**src/rtl/bsg_manycore_pkg.sv**
```systemverilog
// Shared types for the manycore link balancer.
//   bsg_link_bal_state_e : balancer control state (RUN / QUIESCE)
//   safe_clog2           : index width helper that never returns 0
package bsg_manycore_pkg;

    typedef enum logic {
        RUN     = 1'b0,
        QUIESCE = 1'b1
    } bsg_link_bal_state_e;

    function automatic int unsigned safe_clog2(input int unsigned n);
        return (n <= 1) ? 1 : $clog2(n);
    endfunction

endpackage

```
**src/rtl/bsg_manycore_link_balancer_merge.sv**
```systemverilog
// RX merge path: round-robin arbitration over the per-link RX channels into
// a small FIFO that feeds the core RX stream.
//   clk_i, reset_i      : clock, asynchronous active-high reset
//   link_v_i/data_i     : per-link RX valid / payload
//   link_ready_and_o    : one-hot grant, only while the FIFO has room
//   core_v_o/data_o     : FIFO head towards the core
//   core_ready_and_i    : core accepts the FIFO head
module bsg_manycore_link_balancer_merge
    import bsg_manycore_pkg::*;
#(
    parameter int unsigned num_links_p  = 2,
    parameter int unsigned data_width_p = 32,
    parameter int unsigned els_p        = 2
) (
    input  logic                                     clk_i,
    input  logic                                     reset_i,
    input  logic [num_links_p-1:0]                   link_v_i,
    input  logic [num_links_p-1:0][data_width_p-1:0] link_data_i,
    output logic [num_links_p-1:0]                   link_ready_and_o,
    output logic                                     core_v_o,
    output logic [data_width_p-1:0]                  core_data_o,
    input  logic                                     core_ready_and_i
);

    localparam int unsigned ptr_w_lp  = safe_clog2(num_links_p);
    localparam int unsigned addr_w_lp = safe_clog2(els_p);
    localparam int unsigned cnt_w_lp  = $clog2(els_p + 1);

    logic [ptr_w_lp-1:0]                 arb_ptr_r;
    logic [els_p-1:0][data_width_p-1:0]  mem_r;
    logic [addr_w_lp-1:0]                wr_ptr_r;
    logic [addr_w_lp-1:0]                rd_ptr_r;
    logic [cnt_w_lp-1:0]                 count_r;

    logic                full;
    logic                grant_v;
    logic [ptr_w_lp-1:0] grant_idx;
    logic [ptr_w_lp-1:0] scan_idx;
    int unsigned         scan;
    logic                enq;
    logic                deq;

    // Fullness ignores a same-cycle dequeue: a full FIFO never grants.
    assign full     = (count_r == cnt_w_lp'(els_p));
    assign core_v_o = (count_r != '0);
    assign core_data_o = mem_r[rd_ptr_r];
    assign deq      = core_v_o & core_ready_and_i;
    assign enq      = grant_v & ~full & ~reset_i;

    always_comb begin
        grant_v   = 1'b0;
        grant_idx = '0;
        scan      = 0;
        scan_idx  = '0;
        for (int unsigned k = 0; k < num_links_p; k++) begin
            scan = 32'(arb_ptr_r) + k;
            if (scan >= num_links_p) scan = scan - num_links_p;
            scan_idx = ptr_w_lp'(scan);
            if (!grant_v && link_v_i[scan_idx]) begin
                grant_v   = 1'b1;
                grant_idx = scan_idx;
            end
        end
    end

    always_comb begin
        link_ready_and_o = '0;
        if (enq) link_ready_and_o[grant_idx] = 1'b1;
    end

    always_ff @(posedge clk_i or posedge reset_i) begin
        if (reset_i) begin
            arb_ptr_r <= '0;
            wr_ptr_r  <= '0;
            rd_ptr_r  <= '0;
            count_r   <= '0;
        end else begin
            if (enq) begin
                arb_ptr_r <= (grant_idx == ptr_w_lp'(num_links_p - 1)) ? '0 : grant_idx + 1'b1;
                wr_ptr_r  <= (wr_ptr_r == addr_w_lp'(els_p - 1)) ? '0 : wr_ptr_r + 1'b1;
            end
            if (deq) begin
                rd_ptr_r <= (rd_ptr_r == addr_w_lp'(els_p - 1)) ? '0 : rd_ptr_r + 1'b1;
            end
            case ({enq, deq})
                2'b10:   count_r <= count_r + 1'b1;
                2'b01:   count_r <= count_r - 1'b1;
                default: count_r <= count_r;
            endcase
        end
    end

    always_ff @(posedge clk_i) begin
        if (enq) mem_r[wr_ptr_r] <= link_data_i[grant_idx];
    end

endmodule

```
**src/rtl/bsg_manycore_link_balancer.sv**
```systemverilog
// Spreads a core TX stream over several SDR link channels and merges their
// RX streams back into one core RX stream.
//   clk_i, reset_i        : clock, asynchronous active-high reset
//   en_mask_i, mode_i     : per-link enable; 0 = round-robin stripe, 1 = pinned
//   core_v_i/data_i/ready_and_o  : core TX stream
//   core_v_o/data_o/ready_and_i  : core RX stream
//   link_v_o/data_o/ready_and_i  : per-link TX
//   link_v_i/data_i/ready_and_o  : per-link RX
//   quiesce_o             : high while TX is drained after a config change
// Optional: define BSG_MANYCORE_LINK_BALANCER_STATS_EN to add per-link
// 32-bit transfer counters tx_count_o / rx_count_o.
module bsg_manycore_link_balancer
    import bsg_manycore_pkg::*;
#(
    parameter int unsigned num_links_p      = 2,
    parameter int unsigned data_width_p     = 32,
    parameter int unsigned quiesce_cycles_p = 16,
    parameter int unsigned rx_fifo_els_p    = 2
) (
    input  logic                                     clk_i,
    input  logic                                     reset_i,
    input  logic [num_links_p-1:0]                   en_mask_i,
    input  logic                                     mode_i,
    input  logic                                     core_v_i,
    input  logic [data_width_p-1:0]                  core_data_i,
    output logic                                     core_ready_and_o,
    output logic                                     core_v_o,
    output logic [data_width_p-1:0]                  core_data_o,
    input  logic                                     core_ready_and_i,
    output logic [num_links_p-1:0]                   link_v_o,
    output logic [num_links_p-1:0][data_width_p-1:0] link_data_o,
    input  logic [num_links_p-1:0]                   link_ready_and_i,
    input  logic [num_links_p-1:0]                   link_v_i,
    input  logic [num_links_p-1:0][data_width_p-1:0] link_data_i,
    output logic [num_links_p-1:0]                   link_ready_and_o,
    output logic                                     quiesce_o
`ifdef BSG_MANYCORE_LINK_BALANCER_STATS_EN
    ,
    output logic [num_links_p-1:0][31:0]             tx_count_o,
    output logic [num_links_p-1:0][31:0]             rx_count_o
`endif
);

    localparam int unsigned ptr_w_lp = safe_clog2(num_links_p);
    localparam int unsigned cnt_w_lp = safe_clog2(quiesce_cycles_p);

    bsg_link_bal_state_e  state_r, state_n;
    logic [cnt_w_lp-1:0]  qcnt_r, qcnt_n;
    logic [num_links_p-1:0] en_mask_r;
    logic                 mode_r;
    logic                 cfg_valid_r;
    logic                 cfg_change;
    logic [ptr_w_lp-1:0]  rr_ptr_r;

    logic                 tx_found;
    logic [ptr_w_lp-1:0]  tx_target;
    logic [ptr_w_lp-1:0]  scan_idx;
    int unsigned          scan;
    logic                 tx_fire;

    // The first cycle after reset only loads the config copies, so a
    // non-zero mask held through reset does not extend the drain interval.
    assign cfg_change = cfg_valid_r & ((en_mask_i != en_mask_r) | (mode_i != mode_r));
    assign quiesce_o  = (state_r == QUIESCE);

    always_ff @(posedge clk_i or posedge reset_i) begin
        if (reset_i) begin
            en_mask_r   <= '0;
            mode_r      <= 1'b0;
            cfg_valid_r <= 1'b0;
        end else begin
            en_mask_r   <= en_mask_i;
            mode_r      <= mode_i;
            cfg_valid_r <= 1'b1;
        end
    end

    always_ff @(posedge clk_i or posedge reset_i) begin
        if (reset_i) begin
            state_r <= QUIESCE;
            qcnt_r  <= '0;
        end else begin
            state_r <= state_n;
            qcnt_r  <= qcnt_n;
        end
    end

    always_comb begin
        state_n = state_r;
        qcnt_n  = qcnt_r;
        case (state_r)
            RUN: begin
                if (cfg_change) begin
                    state_n = QUIESCE;
                    qcnt_n  = '0;
                end
            end
            QUIESCE: begin
                if (cfg_change) begin
                    qcnt_n = '0;
                end else if (qcnt_r == cnt_w_lp'(quiesce_cycles_p - 1)) begin
                    state_n = RUN;
                    qcnt_n  = '0;
                end else begin
                    qcnt_n = qcnt_r + 1'b1;
                end
            end
            default: begin
                state_n = QUIESCE;
                qcnt_n  = '0;
            end
        endcase
    end

    // Stripe: first enabled and ready link from rr_ptr upward.
    // Pinned: lowest enabled link regardless of readiness.
    always_comb begin
        tx_found  = 1'b0;
        tx_target = '0;
        scan      = 0;
        scan_idx  = '0;
        for (int unsigned k = 0; k < num_links_p; k++) begin
            scan = mode_i ? k : 32'(rr_ptr_r) + k;
            if (scan >= num_links_p) scan = scan - num_links_p;
            scan_idx = ptr_w_lp'(scan);
            if (!tx_found && en_mask_i[scan_idx] && (mode_i || link_ready_and_i[scan_idx])) begin
                tx_found  = 1'b1;
                tx_target = scan_idx;
            end
        end
    end

    always_comb begin
        link_v_o         = '0;
        core_ready_and_o = 1'b0;
        if (state_r == RUN && tx_found) begin
            link_v_o[tx_target] = core_v_i;
            core_ready_and_o    = link_ready_and_i[tx_target];
        end
    end

    always_comb begin
        for (int unsigned i = 0; i < num_links_p; i++) link_data_o[i] = core_data_i;
    end

    assign tx_fire = core_v_i & core_ready_and_o;

    always_ff @(posedge clk_i or posedge reset_i) begin
        if (reset_i) begin
            rr_ptr_r <= '0;
        end else if (tx_fire && !mode_i) begin
            rr_ptr_r <= (tx_target == ptr_w_lp'(num_links_p - 1)) ? '0 : tx_target + 1'b1;
        end
    end

    bsg_manycore_link_balancer_merge #(
        .num_links_p  (num_links_p),
        .data_width_p (data_width_p),
        .els_p        (rx_fifo_els_p)
    ) merge (
        .clk_i            (clk_i),
        .reset_i          (reset_i),
        .link_v_i         (link_v_i),
        .link_data_i      (link_data_i),
        .link_ready_and_o (link_ready_and_o),
        .core_v_o         (core_v_o),
        .core_data_o      (core_data_o),
        .core_ready_and_i (core_ready_and_i)
    );

`ifdef BSG_MANYCORE_LINK_BALANCER_STATS_EN
    always_ff @(posedge clk_i or posedge reset_i) begin
        if (reset_i) begin
            tx_count_o <= '0;
            rx_count_o <= '0;
        end else begin
            for (int unsigned i = 0; i < num_links_p; i++) begin
                if (link_v_o[i] && link_ready_and_i[i]) tx_count_o[i] <= tx_count_o[i] + 32'd1;
                if (link_v_i[i] && link_ready_and_o[i]) rx_count_o[i] <= rx_count_o[i] + 32'd1;
            end
        end
    end
`endif

endmodule

```
**config.mk**
```make
export PLATFORM = sky130hd
export DESIGN_NAME = bsg_manycore_link_balancer
export DESIGN_NICKNAME = d
export VERILOG_FILES = /design/src/rtl/bsg_manycore_pkg.sv /design/src/rtl/bsg_manycore_link_balancer_merge.sv /design/src/rtl/bsg_manycore_link_balancer.sv
export SDC_FILE = /design/constraint.sdc
export NUM_CORES = 1
export LEC_CHECK = 0
export BUFFER_PORTS_ARGS = -buffer_cell sky130_fd_sc_hd__clkbuf_2
export CORE_MARGIN = 8
export CORE_UTILIZATION = 49
export DETAILED_ROUTE_END_ITERATION = 7
export HOLD_SLACK_MARGIN = 0.15
export PLACE_DENSITY = 0.85
export SLEW_MARGIN = 20
export SYNTH_ARGS = -nofsm -noshare
export SYNTH_HDL_FRONTEND = slang
export SYNTH_SLANG_ARGS = --single-unit
```
**constraint.sdc**
```tcl
create_clock -name clk_i -period 5.2 [get_ports clk_i]
set_clock_uncertainty 0.1 [all_clocks]
set_input_delay 0.52 -clock clk_i [delete_from_list [all_inputs] [get_ports clk_i]]
set_output_delay 0.52 -clock clk_i [all_outputs]
set_load 0.02 [all_outputs]
```
==> impl_metrics.ini, run 1 <==
[cts]
ctsHtreeMaxLevel = 3
path_clk_slew_ps = 80
clk_latency_ps = 340
ctsLongestPathBuffers = 2
cts.sinks = 79
ctsResizeCount = 0
cts_tree = yes
cts_buffers = 9
cts-root-buf = clkbuf_8
cts_setup_buffers = 0

[timing]
tns_ps = 0
slew_headroom = 0.377
whs_ps = 282
setup_ws_ps = 2220
hold_viol = 0
tightestPinTransition_ps = 932
rsz0062_at_grt = false
fin_crit_sh = 0.572
fmax_ghz = 0.336
post-route-min-period_ps = 2980
setup_violations = 0
drv_slew = 0

[synth]
ys_ff_latch = 79
synth_top_family_by_area = multiplexers
yosysWarnings = 0
synth_edf_count = 64
muxShareOfSynthArea = 0.187
syn_area_um2 = 3980
synth-compound-area-share = 0.0324
synthXorXnorAreaFrac = 0.0198
synth-simple-area-share = 0.0312
synthArstFlopShare = 0.190
seq_area_frac_synth = 0.578
syn_area_per_cell_um2 = 14.4
synthFlopType = edfxtp_1
syn_inst = 276
synth_fp_nets = 385
synth_fa_ha_area_frac = 0.00630
ys_types = 36

[finish]
fill_cells = 687
syn2layout_area_growth_pct = 9.98
final_area_um2 = 4370
antenna_cells = 0
final_common_cell = clkbuf_2
fin_nets = 439
final_cell_mix = clkbuf_2 (113), edfxtp_1 (64), mux2_2 (63), dfrtp_1 (14), clkbuf_8 (9)
layout-drive-gt1-share = 0.594

[detailed_routing]
wl_per_cell_um = 15.8
via_count = 2187
vias_per_cell = 4.97
post-route-drc-count = 0
firstDrtPassIters = 4
postRouteAntennaNets = 0
routed_wl_mm = 6.96
drt-initial-drc-count = 54

[setup_path]
required_ps = 4580
crit_arrival_ps = 2360
worstPathMaxFanout = 16
path_class = in2out
cp-end-kind = primary output
crit_path_start_kind = primary input

[power_and_ir_drop]
p_per_area_nw_per_um2 = 462
ir_drop_v = 0.000284
p_leak_nw = 1.76
power_mw = 2.02

[place]
placed_area_um2 = 4140
gp_congestion = 0.670
dp_slack_ps = 2380
port_buffers = 113
dp_hpwl_mm = 5.15

[grt]
grt_pass1_wl_mm = 11.0
grt_max_degree = 36
antenna_found_initial = 0
overflow = 0
grt_pass1_vias = 2399
groute.usage.overall = 0.121

[hold_path]
min-delay-path-class = in2reg

[run]
drv_cap = 0

[floorplanning]
die_area_um2 = 11300
core_area_um2 = 8050
die_h_um = 106
num_rows = 33
die_w_um = 106
io_pins = 210
initial_core_util = 0.494

[status]
status = completed
[synthesized netlist by cell type, drive strengths merged, types with 2 or more instances]
| library cell | count | area, um2 |
|---|---|---|
| buf | 73 | 556 |
| mux2 | 65 | 732 |
| edfxtp | 64 | 1920 |
| dfrtp | 14 | 350 |
| nor2 | 7 | 26.3 |
| nand2 | 6 | 22.5 |
| a21oi | 5 | 25.0 |
| inv | 5 | 18.8 |
| xor2 | 5 | 43.8 |
| o21ai | 4 | 31.3 |
| xnor2 | 4 | 35.0 |
| ha | 2 | 25.0 |
| nor2b | 2 | 12.5 |
| nor4b | 2 | 17.5 |
[layout make-up]
class | count | area (um2) | area share
tap | 105 | 131 | 0.0301
clock buffer | 9 | 124 | 0.0283
multi-input combinational | 119 | 1120 | 0.256
sequential | 79 | 2300 | 0.526
clock inverter | 7 | 71.3 | 0.0163
inverter | 5 | 18.8 | 0.00429
timing repair buffer | 116 | 611 | 0.140
[worst paths after layout]
path | from | to | slack [ps] | cells after the start
worst min-delay path | en_mask_i[1] | en_mask_r[1]$_DFF_PP0_ | 280 | 1
worst max register to register | merge.count_r[1]$_DFFE_PP0P_ | merge.mem_r[14]$_DFFE_PP_ | 3200 | 3
worst min register to register | merge.rd_ptr_r$_DFFE_PP0P_ | merge.rd_ptr_r$_DFFE_PP0P_ | 370 | 1
min in group asynchronous | reset_i | en_mask_r[0]$_DFF_PP0_ | 690 | 3
worst max-delay path | reset_i | link_ready_and_o[0] | 2220 | 6
max in group asynchronous | reset_i | merge.rd_ptr_r$_DFFE_PP0P_ | 3920 | 3
[flip-flops by register name (all words and copies together), names as in the netlist]
register,count
cfg_valid_r,1
en_mask_r,2
merge.arb_ptr_r,1
merge.count_r,2
merge.mem_r,64
merge.rd_ptr_r,1
merge.wr_ptr_r,1
mode_r,1
qcnt_r,4
quiesce_o,1
rr_ptr_r,1
[metrics by stage]
stage                     cells  utilization
after floorplan             276            -
after global placement      422        0.514
after detailed placement    422        0.514
after CTS                   439        0.540
after global routing        440        0.543
final                       440        0.543
[per-layer routing]
metal | routed length (um) | share of wire | track usage | up-vias
li1 | - | - | - | 1033
met1 | 2600 | 0.37 | 0.121 | 1053
met2 | 3650 | 0.52 | 0.218 | 87
met3 | 649 | 0.093 | 0.0569 | 14
met4 | 72 | 0.010 | 0.0402 | 0
met5 | 0 | 0 | 0 | -
[cells by family after synthesis]
| kind of cell | after synthesis |
|---|---|
| flops | 79 |
| buf+inv | 78 |
| mux | 66 |
| simple gates | 24 |
| compound gates | 17 |
| xor+xnor | 9 |
| fa+ha+maj | 2 |
| other cells | 1 |
[power by group]
group	switching, mW	total, mW	leakage (nW)	internal [mW]
registers	0.0423	0.880	0.766	0.838
clock network	0.216	0.438	0.0937	0.222
logic	0.403	0.703	0.904	0.300
[worst max-delay path, cell delays in order]
cell and delay (ps):
dlygate4sd3_1 540, clkbuf_2 110, inv_1 430, o221ai_2 370, nor2b_1 190, clkbuf_2 180
[timing repair]
action | CTS | global route
endpoints found under the hold margin | 14 | 0
setup endpoints to repair | 0 | 0
hold buffers | 1 | 0
No activity file was read; power rests on OpenSTA's default activity.
==> run 2: changes to the inputs <==
CORE_UTILIZATION = 41   (was 49)
PLACE_DENSITY = 0.76   (was 0.85)
clock period = 2.4 ns   (was 5.2 ns; I/O delays follow)
==> impl_metrics.ini, run 2 (synthesis results as in run 1) <==
[status]
status = completed

[grt]
grt_pass1_vias = 2827
grt_max_degree = 33
grt_pass1_wl_mm = 13.7
overflow = 0
groute.usage.overall = 0.134
antenna_found_initial = 0

[cts]
path_clk_slew_ps = 80
cts_setup_buffers = 0
ctsHtreeMaxLevel = 3
clk_latency_ps = 340
cts.sinks = 79
cts_buffers = 9
cts_tree = yes
ctsLongestPathBuffers = 2
cts-root-buf = clkbuf_8

[detailed_routing]
postRouteAntennaNets = 0
via_count = 2458
vias_per_cell = 4.55
routed_wl_mm = 8.35
firstDrtPassIters = 4
wl_per_cell_um = 15.5
drt-initial-drc-count = 69
post-route-drc-count = 0

[power_and_ir_drop]
power_mw = 4.55
ir_drop_v = 0.000362
p_leak_nw = 2.06
p_per_area_nw_per_um2 = 890

[setup_path]
cp_top_family = buffers and inverters
crit_path_start_kind = flop
cp_cell_sequence = o21ai_4 > buf_12 > mux2_2 > dlygate4sd3_1
cp-end-kind = flop
required_ps = 2380
crit_arrival_ps = 2190
path_buf_inv = 2
worstPathMaxFanout = 32
slowest_stage = dlygate4sd3_1
path_class = reg2reg
critPathMaxStageDelay_ps = 600

[timing]
tightestPinTransition_ps = 570
slew_headroom = 0.620
fin_crit_sh = 0.921
drv_slew = 0
setup_violations = 0
post-route-min-period_ps = 2210
rsz0062_at_grt = false
tns_ps = 0
hold_viol = 0
fmax_ghz = 0.452

[finish]
final_cell_mix = clkbuf_2 (113), dlygate4sd3_1 (71), edfxtp_1 (64), mux2_2 (63), dfrtp_1 (14)
antenna_cells = 0
register_area_um2 = 2300
largest_reg_flops = 64
largest-register = merge.mem_r
fill_cells = 780
final_common_cell = clkbuf_2
reg.largest.list = merge.mem_r (64), qcnt_r (4)
final_area_um2 = 5110
multi_input_comb_area_um2 = 1120
fin_util = 0.533
syn2layout_area_growth_pct = 28.6
layout-drive-gt1-share = 0.496
fin_nets = 512

[floorplanning]
core_area_um2 = 9590
io_pins = 210
die_area_um2 = 13100
die_w_um = 114
initial_core_util = 0.414
die_h_um = 114
num_rows = 36

[hold_path]
min-delay-path-class = in2reg

[run]
drv_cap = 0

[place]
port_buffers = 113
placed_area_um2 = 4220
gp_congestion = 0.731
dp_hpwl_mm = 5.22
run 2: changes by cell type in the layout (fill, tap and decap cells not counted), sizes merged:
| cell | change |
|---|---|
| dlygate4sd3 | +70 |
| clkinvlp | +1 |
| inv | -2 |
| buf | +3 |
run 2: report_power, final:
group / switching [mW] / internal [mW] / total, mW
clock network: 0.459 / 0.470 / 0.930
registers: 0.0942 / 1.81 / 1.91
logic: 0.925 / 0.789 / 1.71
run 2: timing repair:
item,4_1_cts,5_1_grt
gates resized for setup,0,0
setup endpoints to repair,0,0
endpoints found under the hold margin,84,0
hold buffers,71,0
run 2: layer usage:
metal  GRT usage  vias to the layer above  part of all wire
li1            -                     1172                 -
met3      0.0538                       16             0.093
met2       0.239                       93              0.52
met1       0.137                     1177              0.38
met5           0                        -                 0
met4      0.0532                        0             0.016
run 2: cell type report:
class	instances	share of cell area
clock buffer	9	0.0242
clock inverter	6	0.0122
inverter	5	0.00367
multi-input combinational	119	0.218
sequential	79	0.449
tap	133	0.0325
timing repair buffer	189	0.259
run 2: final timing paths:
path / startpoint / end / slack (ps) / depth (start not counted)
max: merge.arb_ptr_r$_DFFE_PP0N_ / merge.mem_r[17]$_DFFE_PP_ / 190 / 4
min: link_v_i[1] / merge.arb_ptr_r$_DFFE_PP0N_ / 190 / 3
max reg2reg: merge.arb_ptr_r$_DFFE_PP0N_ / merge.mem_r[17]$_DFFE_PP_ / 190 / 4
min reg2reg: merge.rd_ptr_r$_DFFE_PP0P_ / merge.rd_ptr_r$_DFFE_PP0P_ / 380 / 1
max in group asynchronous: reset_i / quiesce_o$_DFF_PP1_ / 1550 / 4
min in group asynchronous: reset_i / merge.count_r[0]$_DFFE_PP0P_ / 400 / 4
run 2: tightest hold or removal path: stages:
cell	delay [ps]
clkbuf_2	120
o21ai_4	100
mux2_2	150
run 2: per-stage QoR:
stage | hold WS (ps) | setup WS [ps] | std cells
5_1_grt | 179 | 129 | 540
3_5_place_dp | 223 | 647 | 454
3_3_place_gp | 225 | 711 | 454
2_1_floorplan | 55.4 | -404 | 276
6_report | 193 | 189 | 540
4_1_cts | 175 | 200 | 540
==> run 3: changes to the inputs <==
SYNTH_HIERARCHICAL = 1   (was not set)
==> impl_metrics.ini, run 3 <==
[status]
status = completed

[setup_path]
worstRegToRegCells = 4
required_ps = 2380
cp-end-kind = flop
crit_top_cell = dlygate4sd3_1
reg2reg_from = merge/arb_ptr_r$_DFFE_PP0N_
regToRegSetupSlack_ps = 180
critPathMaxStageDelay_ps = 600
cp_top_family = buffers and inverters
worstPathMaxFanout = 18
crit_arrival_ps = 2250
crit_path_start_kind = primary input
slowest_stage = dlygate4sd3_1
path_class = in2reg
worstReg2RegEnd = merge/mem_r[35]$_DFFE_PP_
cp_cell_sequence = dlygate4sd3_1 > clkbuf_2 > o21ai_4 > buf_4 > mux2_2 > dlygate4sd3_1
path_buf_inv = 4

[detailed_routing]
vias_per_cell = 4.63
postRouteAntennaNets = 0
via_count = 2543
firstDrtPassIters = 4
wl_per_cell_um = 15.4
drt-initial-drc-count = 142
routed_wl_mm = 8.48
post-route-drc-count = 0

[power_and_ir_drop]
p_per_area_nw_per_um2 = 896
ir_drop_v = 0.000463
p_leak_nw = 2.09

[synth]
synthFlopType = edfxtp_1
ys_top_cells_by_count = buf_4 (65), edfxtp_1 (64), mux2_2 (62), dfrtp_1 (14)
syn_area_per_cell_um2 = 14.3
ys_ff_latch = 79
syn_inst = 280
ys_types = 40
seq_area_frac_synth = 0.576
synth_fp_nets = 389
post-synth-top-count-cell = buf_4
synthTopCellsByArea = edfxtp_1 (48%), mux2_2 (17%), buf_4 (12%), dfrtp_1 (8.8%), xor2_1 (1.5%)
synth_edf_count = 64
yosysWarnings = 6
synth_top_area_cell = edfxtp_1
synth_top_area_frac = 0.481
syn_area_um2 = 3990
synthArstFlopShare = 0.190

[place]
placed_area_um2 = 4260
gp_congestion = 0.678
dp_hpwl_mm = 5.77
port_buffers = 113

[grt]
grt_pass1_wl_mm = 13.1
groute.usage.overall = 0.128
grt_max_degree = 27
grt_pass1_vias = 2762
antenna_found_initial = 0
overflow = 0

[timing]
post-route-min-period_ps = 2270
drv_slew = 0
whs_ps = 279
hold_viol = 0
fin_crit_sh = 0.948
tns_ps = 0
rsz0062_at_grt = false
setup_violations = 0
fmax_ghz = 0.440

[finish]
fin_nets = 520
reg.largest.list = merge/mem_r (64), qcnt_r (4)
largest_reg_flops = 64
final_area_um2 = 5180
syn2layout_area_growth_pct = 29.6
largest-register = merge/mem_r
antenna_cells = 0
final_cell_mix = clkbuf_2 (113), dlygate4sd3_1 (72), edfxtp_1 (64), mux2_2 (62), dfrtp_1 (14)
layout-drive-gt1-share = 0.493
final_common_cell = clkbuf_2

[hold_path]
min-delay-path-class = in2reg
min_to = merge/wr_ptr_r$_DFFE_PP0N_
holdPathStages = 4
hp-start = link_v_i[0]

[floorplanning]
die_h_um = 115
num_rows = 36
io_pins = 210
die_w_um = 115
core_area_um2 = 9590
die_area_um2 = 13200
initial_core_util = 0.416

[cts]
ctsLongestPathBuffers = 2
path_clk_slew_ps = 80
ctsHtreeMaxLevel = 3
cts-root-buf = clkbuf_8
cts_buffers = 9
cts.sinks = 79
clk_latency_ps = 340
cts_tree = yes

[run]
drv_cap = 0
==> run 3: changes by cell type after synthesis, sizes merged <==
cell / change
nor4: +1
xnor2: -2
mux2: -1
o32a: +1
nor2: -2
o221ai: -1
nand2: +1
xor2: +2
nor3: +3
and2: +2
==> run 3: per-layer routing <==
layer  up-vias  wire length, um  track usage
met3        22              682       0.0443
met1      1227             3320        0.137
met2        94             4310        0.223
li1       1200                -            -
met5         -                0            0
met4         0              170       0.0613
==> run 3: timing repair <==
| item | CTS | global route |
|---|---|---|
| resized for setup | 0 | 0 |
| buffers inserted | 0 | 0 |
| hold endpoints to repair | 84 | 0 |
| hold buffers | 72 | 0 |
==> run 3: layout make-up <==
cell class | count | area (um2)
fill | 810 | 4420
multi-input combinational | 123 | 1140
clock inverter | 7 | 71.3
inverter | 5 | 18.8
clock buffer | 9 | 124
tap | 133 | 166
timing repair buffer | 193 | 1360
sequential | 79 | 2300
==> run 3: cell families after synthesis <==
kind of cell	synth area share
DFF	0.576
buffers and inverters	0.143
and+or+nand+nor	0.0404
other	0.000939
AOI/OAI and AO/OA	0.0310
adders and majority gates	0.00626
xor gates and xnor gates	0.0197
muxes	0.183
==> run 3: tightest hold or removal path, cell delays in order <==
cell and delay [ps]:
clkbuf_2 90, nor2_1 70, nor3_2 180, xor2_1 90
==> run 3: worst max path at each step <==
stage / startpoint / endpoint / cells past startpoint
global route: link_v_i[1] / merge/mem_r[3]$_DFFE_PP_ / 6
floorplan: merge/count_r[1]$_DFFE_PP0P_ / merge/mem_r[0]$_DFFE_PP_ / 2
finish: link_v_i[1] / merge/mem_r[35]$_DFFE_PP_ / 6
global placement: merge/count_r[1]$_DFFE_PP0P_ / merge/mem_r[40]$_DFFE_PP_ / 4
CTS: link_v_i[1] / merge/mem_r[35]$_DFFE_PP_ / 6
detailed placement: merge/count_r[1]$_DFFE_PP0P_ / merge/mem_r[41]$_DFFE_PP_ / 4
==> run 3: power by group <==
group / internal (mW) / switching [mW] / total [mW]
sequential: 1.81 / 0.0984 / 1.91
combinational: 0.819 / 0.951 / 1.77
clock: 0.480 / 0.481 / 0.961
total: 3.11 / 1.53 / 4.64
==> run 3: through the flow <==
stage	std cells	worst slack [ps]	util	total power, mW
after detailed placement	461	564	0.444	3.58
final	549	125	0.540	4.64
after floorplan	280	206	-	3.20
after CTS	549	162	0.540	4.72
after global placement	461	611	0.444	3.54
after global routing	549	87.1	0.540	4.90
